==> src/rtl/shift_reg_pkg.sv <==
// rtl/shift_reg_pkg.sv - opcode type and amount clamp shared by the shift engine
package shift_reg_pkg;

  typedef enum logic [2:0] {
    OP_HOLD = 3'b000,
    OP_LOAD = 3'b001,
    OP_SHL  = 3'b010,
    OP_SHR  = 3'b011,
    OP_ROL  = 3'b100,
    OP_ROR  = 3'b101,
    OP_SAR  = 3'b110,
    OP_SHRS = 3'b111
  } shift_op_t;

  // Anything past the register width behaves like a full-width shift.
  function automatic int unsigned clamp_amt(input int unsigned amt, input int unsigned width);
    return (amt > width) ? width : amt;
  endfunction

endpackage

==> src/rtl/shift_reg_param_shift_step.sv <==
// rtl/shift_reg_param_shift_step.sv - single-bit shift/rotate step for one opcode
module shift_step
  import shift_reg_pkg::*;
#(
  parameter int unsigned WIDTH = 8
) (
  input  logic [WIDTH-1:0] value,
  input  shift_op_t        op,
  input  logic             serial_in,
  output logic [WIDTH-1:0] next_value,
  output logic             out_bit
);

  always_comb begin
    next_value = value;
    out_bit    = 1'b0;
    case (op)
      OP_SHL: begin
        next_value = {value[WIDTH-2:0], 1'b0};
        out_bit    = value[WIDTH-1];
      end
      OP_SHR: begin
        next_value = {1'b0, value[WIDTH-1:1]};
        out_bit    = value[0];
      end
      OP_ROL: begin
        next_value = {value[WIDTH-2:0], value[WIDTH-1]};
        out_bit    = value[WIDTH-1];
      end
      OP_ROR: begin
        next_value = {value[0], value[WIDTH-1:1]};
        out_bit    = value[0];
      end
      OP_SAR: begin
        next_value = {value[WIDTH-1], value[WIDTH-1:1]};
        out_bit    = value[0];
      end
      OP_SHRS: begin
        next_value = {serial_in, value[WIDTH-1:1]};
        out_bit    = value[0];
      end
      default: begin
        next_value = value;
        out_bit    = 1'b0;
      end
    endcase
  end

endmodule

==> src/rtl/shift_reg_param.sv <==
// rtl/shift_reg_param.sv - multi-bit shift/rotate engine, one bit per clock, valid/ready commands
module shift_reg_param
  import shift_reg_pkg::*;
#(
  parameter int unsigned      WIDTH       = 8,
  parameter logic [WIDTH-1:0] RESET_VALUE = '0,
  localparam int unsigned     AW          = $clog2(WIDTH) + 1
) (
  input  logic             clk,
  input  logic             reset,
  input  logic             enable,
  input  logic             cmd_valid,
  output logic             cmd_ready,
  input  logic [2:0]       cmd_op,
  input  logic [AW-1:0]    cmd_amt,
  input  logic [WIDTH-1:0] data_in,
  input  logic             serial_in,
  output logic [WIDTH-1:0] data_out,
  output logic             serial_out,
  output logic             busy,
  output logic             done
);

  logic [WIDTH-1:0] data_q;
  logic             serial_q;
  logic             busy_q;
  logic             done_q;
  logic [AW-1:0]    cnt_q;
  shift_op_t        op_q;

  shift_op_t        cmd_op_e;
  shift_op_t        step_op;
  logic [AW-1:0]    amt_c;
  logic             accept;
  logic             is_shift;
  logic [WIDTH-1:0] step_value;
  logic             step_bit;

  assign cmd_op_e  = shift_op_t'(cmd_op);
  assign cmd_ready = !busy_q;
  assign accept    = cmd_valid && cmd_ready && enable;
  assign amt_c     = AW'(clamp_amt(32'(cmd_amt), WIDTH));
  assign is_shift  = (cmd_op_e != OP_HOLD) && (cmd_op_e != OP_LOAD) && (amt_c != '0);
  // The accept edge performs step 1 using the incoming opcode; later steps use the latched one.
  assign step_op   = busy_q ? op_q : cmd_op_e;

  shift_step #(.WIDTH(WIDTH)) u_step (
    .value      (data_q),
    .op         (step_op),
    .serial_in  (serial_in),
    .next_value (step_value),
    .out_bit    (step_bit)
  );

  // cnt_q holds the number of steps still to perform after the current one.
  always_ff @(posedge clk or posedge reset) begin
    if (reset) begin
      data_q   <= RESET_VALUE;
      serial_q <= 1'b0;
      busy_q   <= 1'b0;
      done_q   <= 1'b0;
      cnt_q    <= '0;
      op_q     <= OP_HOLD;
    end else begin
      done_q <= 1'b0;
      if (busy_q) begin
        if (enable) begin
          data_q   <= step_value;
          serial_q <= step_bit;
          cnt_q    <= cnt_q - AW'(1);
          if (cnt_q == AW'(1)) begin
            busy_q <= 1'b0;
            done_q <= 1'b1;
          end
        end
      end else if (accept) begin
        op_q <= cmd_op_e;
        if (is_shift) begin
          data_q   <= step_value;
          serial_q <= step_bit;
          cnt_q    <= amt_c - AW'(1);
          busy_q   <= (amt_c != AW'(1));
          done_q   <= (amt_c == AW'(1));
        end else begin
          if (cmd_op_e == OP_LOAD) begin
            data_q <= data_in;
          end
          cnt_q  <= '0;
          done_q <= 1'b1;
        end
      end
    end
  end

  assign data_out   = data_q;
  assign serial_out = serial_q;
  assign busy       = busy_q;
  assign done       = done_q;

endmodule

==> config.mk <==
export PLATFORM = sky130hd
export DESIGN_NAME = shift_reg_param
export DESIGN_NICKNAME = d
export VERILOG_FILES = /design/src/rtl/shift_reg_pkg.sv /design/src/rtl/shift_reg_param_shift_step.sv /design/src/rtl/shift_reg_param.sv
export SDC_FILE = /design/constraint.sdc
export NUM_CORES = 1
export LEC_CHECK = 0
export CAP_MARGIN = 10
export CORE_AREA = 4 4 63 59
export DETAILED_ROUTE_END_ITERATION = 16
export DIE_AREA = 0 0 67 63
export PLACE_DENSITY_LB_ADDON = 0.2
export SLEW_MARGIN = 10
export SYNTH_ARGS = -nofsm -noshare
export SYNTH_HDL_FRONTEND = slang
export SYNTH_SLANG_ARGS = --single-unit
==> constraint.sdc <==
create_clock -name clk -period 1.75 [get_ports clk]
set_clock_uncertainty 0.05 [all_clocks]
set_input_delay 0.35 -clock clk [delete_from_list [all_inputs] [get_ports clk]]
set_output_delay 0.35 -clock clk [all_outputs]
set_load 0.03 [all_outputs]
Yosys cells after proc, flatten, opt, wreduce, memory -nomap -nowiden
Index checks and enable logic that the tools add are counted.
{ "word_totals": {"reg_bits": 18, "inputBits": 20, "wordCells": 65} }
{ "classes": {"n_addsub": 2, "magnitude_cmp": 1, "eq_ne": 12, "n_mux": 27, "n_bitwise": 1, "n_reduce_logical": 16} }
{ "op_table": {"columns": ["cell", "n"], "rows": [
  ["8-bit one-hot mux with 6 select lines", 1],
  ["8-bit 2-to-1 mux", 5],
  ["4-bit 2-to-1 mux", 5],
  ["1-bit 2-to-1 mux", 14],
  ["3-bit equality test (second input constant)", 4],
  ["4-bit by 1-bit equality test with 1-bit output (second input constant)", 2],
  ["4-bit by 1-bit subtractor with 4-bit output (second input constant)", 2],
  ["3-bit by 2-bit equality test with 1-bit output (second input constant)", 2],
  ["3-bit AND reduction", 2],
  ["3-bit nonzero test", 2],
  ["4-bit greater-than comparator (second input constant)", 1],
  ["1-bit logical AND", 4],
  ["4-bit by 1-bit inequality test with 1-bit output (second input constant)", 1],
  ["2-bit AND reduction", 2],
  ["2-bit nonzero test", 2],
  ["4-bit nonzero test", 1],
  ["4-bit OR reduction", 1],
  ["3-bit by 1-bit equality test with 1-bit output (second input constant)", 1],
  ["3-bit 2-to-1 mux", 1],
  ["3-bit by 1-bit inequality test with 1-bit output (second input constant)", 1],
  ["2-bit inequality test (second input constant)", 1],
  ["1-bit one-hot mux with 2 select lines", 1],
  ["2-bit OR reduction", 1],
  ["1-bit zero test", 1],
  ["1-bit NOT", 1]
]} }

Depth between registers and ports, before layout
{ "depth": {"ltp_word": 7, "depth_mapped": 9} }

Cells and area by module
A second synthesis with hierarchy kept.
{ "unflattened": {"hier_cells": 138, "hier_area_um2": 1388.8} }
{ "by_module_without_submodules": {"columns": ["module", "instances", "cells_per_inst", "area_each_um2", "seq_area_each_um2"], "rows": [
  ["shift_reg_param", 1, 93, 1043.5, 450.4],
  ["shift_step", 1, 45, 345.3, 0.0]
]} }

Worst setup path before layout
No wires, ideal clock.
{ "synth_path": {"path_type": "input-to-reg", "start": "input cmd_amt[0]", "end": "register data_q[1] (netlist: data_out[1])", "setup_time_ps": 94, "t_arrival_ps": 1873, "required_time_ps": 1606, "slack_ps": -267, "stages": 9, "path_cell_list": "nor2b_1 inv_1 ha_1 or3b_4 o211a_1 o21ai_4 buf_6 nor3_1 a221oi_2"} }
{ "synth_between": {"elab_chain_len": 7} }
{ "synth_rtl": {"columns": ["element", "line", "rtl"], "rows": [
  ["from (decl)", "shift_reg_param.sv:15", "input logic [AW-1:0] cmd_amt,"],
  ["4-bit greater-than comparator", "shift_reg_pkg.sv:17", "return (amt > width) ? width : amt;"],
  ["4-bit 2-to-1 mux (*)", "shift_reg_pkg.sv:17", null],
  ["4-bit nonzero test (*)", "shift_reg_param.sv:43", "assign is_shift = (cmd_op_e != OP_HOLD) && (cmd_op_e != OP_LOAD) && (amt_c != '0);"],
  ["1-bit logical AND (*)", "shift_reg_param.sv:43", null],
  ["8-bit 2-to-1 mux", "shift_reg_param.sv:78", "if (is_shift) begin"],
  ["8-bit 2-to-1 mux", "shift_reg_param.sv:76", "end else if (accept) begin"],
  ["8-bit 2-to-1 mux", "shift_reg_param.sv:66", "if (busy_q) begin"],
  ["to (signal assigned)", "shift_reg_param.sv:68", "data_q <= step_value;"],
  ["to (signal assigned)", "shift_reg_param.sv:79", "data_q <= step_value;"],
  ["to (signal assigned)", "shift_reg_param.sv:86", "data_q <= data_in;"],
  ["to (decl)", "shift_reg_param.sv:24", "logic [WIDTH-1:0] data_q;"]
]} }
Mark *: on every way between the ends. The rest lies on a longest branch, timed or not. The select of a mux whose other input is x is not followed.
A chain may end at the register's enable or synchronous reset.

Final worst setup path
{ "layout_path": {"start": "input cmd_amt[0]", "end": "register data_q[5] (netlist: data_out[5])"} }
The elaborated chain is that of the path after synthesis.

==> flow_summary_export.csv <==
group,metric,value,unit
critical_path,r2r-start,"busy",
global_routing,grt_pass1_wl,6850,µm
cts,ctsHtreeMaxLevel,1,
power_and_ir_drop,total_leakage_power,0.999,nW
cts,clk_pin_slew_worst_paths,0.10,ns
sta,hold_viol,0,
sta,hold_ws,0.318,ns
drt,routedWlPerCell,16.8,µm
cts,cts_sinks,18,
min_path,hold_class,"in -> async",
synth,synth_nets,164,
sta,finalWorstSetupSlack,-0.131,ns
synth,avgSynthCellArea,9.33,µm²
die,die_area,4220,µm²
place,gp_congestion,0.850,
die,io_pins,32,
sta,setup_tns,-0.762,ns
global_routing,globalRouteTotalUtil,20.8,%
die,rows,19,
run_status,violations,"setup timing",
die,coreArea,3020,µm²
critical_path,ff2ff_path_depth,7,
cts,worstSkewPairLatency,0.30,ns
sta,period_minus_slack,1.88,ns
drt,drcViolationCount,0,
critical_path,r2r_slack,-0.03,ns
die,die_w,67,µm
global_routing,grt_max_degree,19,
drt,first_iter_violations,135,
run_status,status,"complete, but fails checks",
drt,dr.pass1.iters,4,
place,hpwl,2890,µm
cells_and_area,fin_nets,235,
cts,cts_root_buf,"clkbuf_4",
critical_path,reg2reg_to,"data_out[1]",
synth,synth_warnings,0,
cts,clockBufferDepth,2,
critical_path,crit_end,"data_out[5]",
die,start_util,43.0,%
critical_path,crit_path_start,"cmd_amt[0]",
cts,cts-buffers-inserted,3,
critical_path,startpoint_type,"input port",
synth,synthCells,139,
place,dp.cells,237,
global_routing,antenna_found_initial,0,
sta,drv_slew,0,
synth,syn_area,1300,µm²
critical_path,crit_arrival,2.03,ns
power_and_ir_drop,p_per_area,1640,nW/µm²
global_routing,grt_pass1_vias,1458,
sta,worst_pin_slew,0.386,ns
cells_and_area,final_common_cell,"buf_4",
cells_and_area,final_cell_mix,"35 x buf_4, 17 x dfrtp_1, 13 x clkdlybuf4s50_1, 10 x dlygate4sd2_1",
cts,hold_buffers,0,
cells_and_area,syn2layout_area_growth,65.3,%
global_routing,grt.overflow.total,0,
drt,viasPerCell,5.60,
sta,max_freq,532,MHz
synth,yosysSeqAreaShare,34.7,%
sta,timing.final.crit_share,108,%
critical_path,cp-end-kind,"flip-flop",
drt,ant_nets,0,
cells_and_area,layoutNonFillerInstCount,251,
synth,synth_cell_types,45,
critical_path,cp.required,1.90,ns
cts,tritoncts,"built",
synth,ys_ff_latch,18,
power_and_ir_drop,vdd_drop_max,0.000974,V
die,die_h,63,µm
run,max-cap-violations,0,
cells_and_area,drive_gt1_share,42.1,%
drt,routed_wl,4210,µm
sta,slew-limit-headroom,74.1,%
cells_and_area,utilization,71.0,%
place,port_buffers,31,
sta,rsz0062_at_grt,"yes",
sta,final-setup-viol-count,8,
cells_and_area,antennaDiodeCount,0,
critical_path,crit_type,"in -> reg",
critical_path,cp_max_fo,5,
drt,num_vias,1406,
-- worst max-delay path, stage by stage --
cell,delay [ns]
buf_6,0.09
nor2b_4,0.12
inv_2,0.07
ha_4,0.12
or3b_4,0.39
o211a_1,0.25
o21ai_4,0.22
buf_12,0.15
nor3_1,0.04
a221oi_1,0.21
-- layout make-up --
class	count	area [µm²]
flip-flops and latches	18	452
repair buffers	69	621
inverters	11	43.8
clock buffers	4	36.3
fillers	229	875
well taps	42	52.6
multi-input cells	107	940
-- sequential cells by signal (all words and copies together) (netlist names) --
| signal | count |
|---|---|
| busy | 1 |
| data_out | 8 |
| serial_out | 1 |
| op_q | 3 |
| cnt_q | 4 |
| done | 1 |
-- per-stage QoR --
| step | power (mW) | area [µm²] | worst slack, ns |
|---|---|---|---|
| 6_report | 3.52 | 2140 | -0.131 |
| 5_1_grt | 3.74 | 2140 | -0.205 |
| 4_1_cts | 3.28 | 2060 | -0.132 |
| 3_5_place_dp | 2.95 | 1910 | -0.901 |
| 3_3_place_gp | 2.88 | 1910 | -0.799 |
| 2_1_floorplan | 2.13 | 1350 | -0.220 |
-- layer usage --
layer  wire (µm)  GRT usage (%)  up-vias
met3         278           4.14       14
li1            -              -      666
met2        2060           34.1       60
met4          89           6.08        0
met5           0              0        -
met1        1780           27.3      666
-- power by group --
group | total, mW | internal, mW | switching, mW
sequential | 0.870 | 0.618 | 0.253
combinational | 2.39 | 1.08 | 1.31
clock | 0.256 | 0.127 | 0.129
total | 3.52 | 1.82 | 1.69
-- synth_stat cells (all sizes together) --
cell | count | area (µm²)
a21boi | 1 | 7.51
o211ai | 1 | 7.51
nor2 | 9 | 41.3
nor2b | 1 | 6.26
o211a | 1 | 10.0
nand2b | 1 | 6.26
or2b | 1 | 7.51
a21oi | 7 | 38.8
a32oi | 1 | 8.76
nor4 | 1 | 6.26
o32ai | 1 | 8.76
or3b | 1 | 11.3
nand2 | 12 | 45.0
o31ai | 2 | 15.0
and2 | 1 | 6.26
nor3 | 7 | 35.0
buf | 3 | 23.8
or2 | 3 | 18.8
o311ai | 2 | 17.5
o21ai | 9 | 56.3
and2b | 1 | 7.51
o21bai | 1 | 7.51
inv | 11 | 41.3
a221oi | 11 | 109
ha | 5 | 62.6
mux2i | 8 | 80.1
and3 | 1 | 6.26
or3 | 1 | 6.26
a311oi | 1 | 8.76
o31a | 1 | 8.76
xor2 | 1 | 8.76
xnor2 | 2 | 17.5
a211oi | 1 | 12.5
nand3 | 5 | 25.0
mux2 | 6 | 67.6
dfrtp | 18 | 450
-- what timing repair did --
item                       4_1_cts  5_1_grt
pin swaps                        5       10
gates cloned                     1        0
setup buffers                    8        2
setup endpoints to repair       21       16
gates resized for setup         31       25
-- worst min path at each step --
stage               startpoint     endpoint  slack, ns
floorplan                reset     cnt_q[0]       0.24
global placement    serial_out   serial_out       0.43
detailed placement  serial_out   serial_out       0.43
CTS                      reset         done       0.32
global route             reset  data_out[7]       0.33
finish                   reset  data_out[0]       0.32
-- kinds of logic (layout without fill, tap and decap cells) --
logic type,count (synthesis),count (layout),synth area share [%]
xor gates and xnor gates,3,3,2.03
DFF,18,18,34.7
buffers and inverters,14,84,5.01
muxes,14,14,11.4
adders and majority gates,5,5,4.82
AOI/OAI and AO/OA,40,40,24.4
and+or+nand+nor,45,45,17.6
No activity file was read; power rests on OpenSTA's default activity.
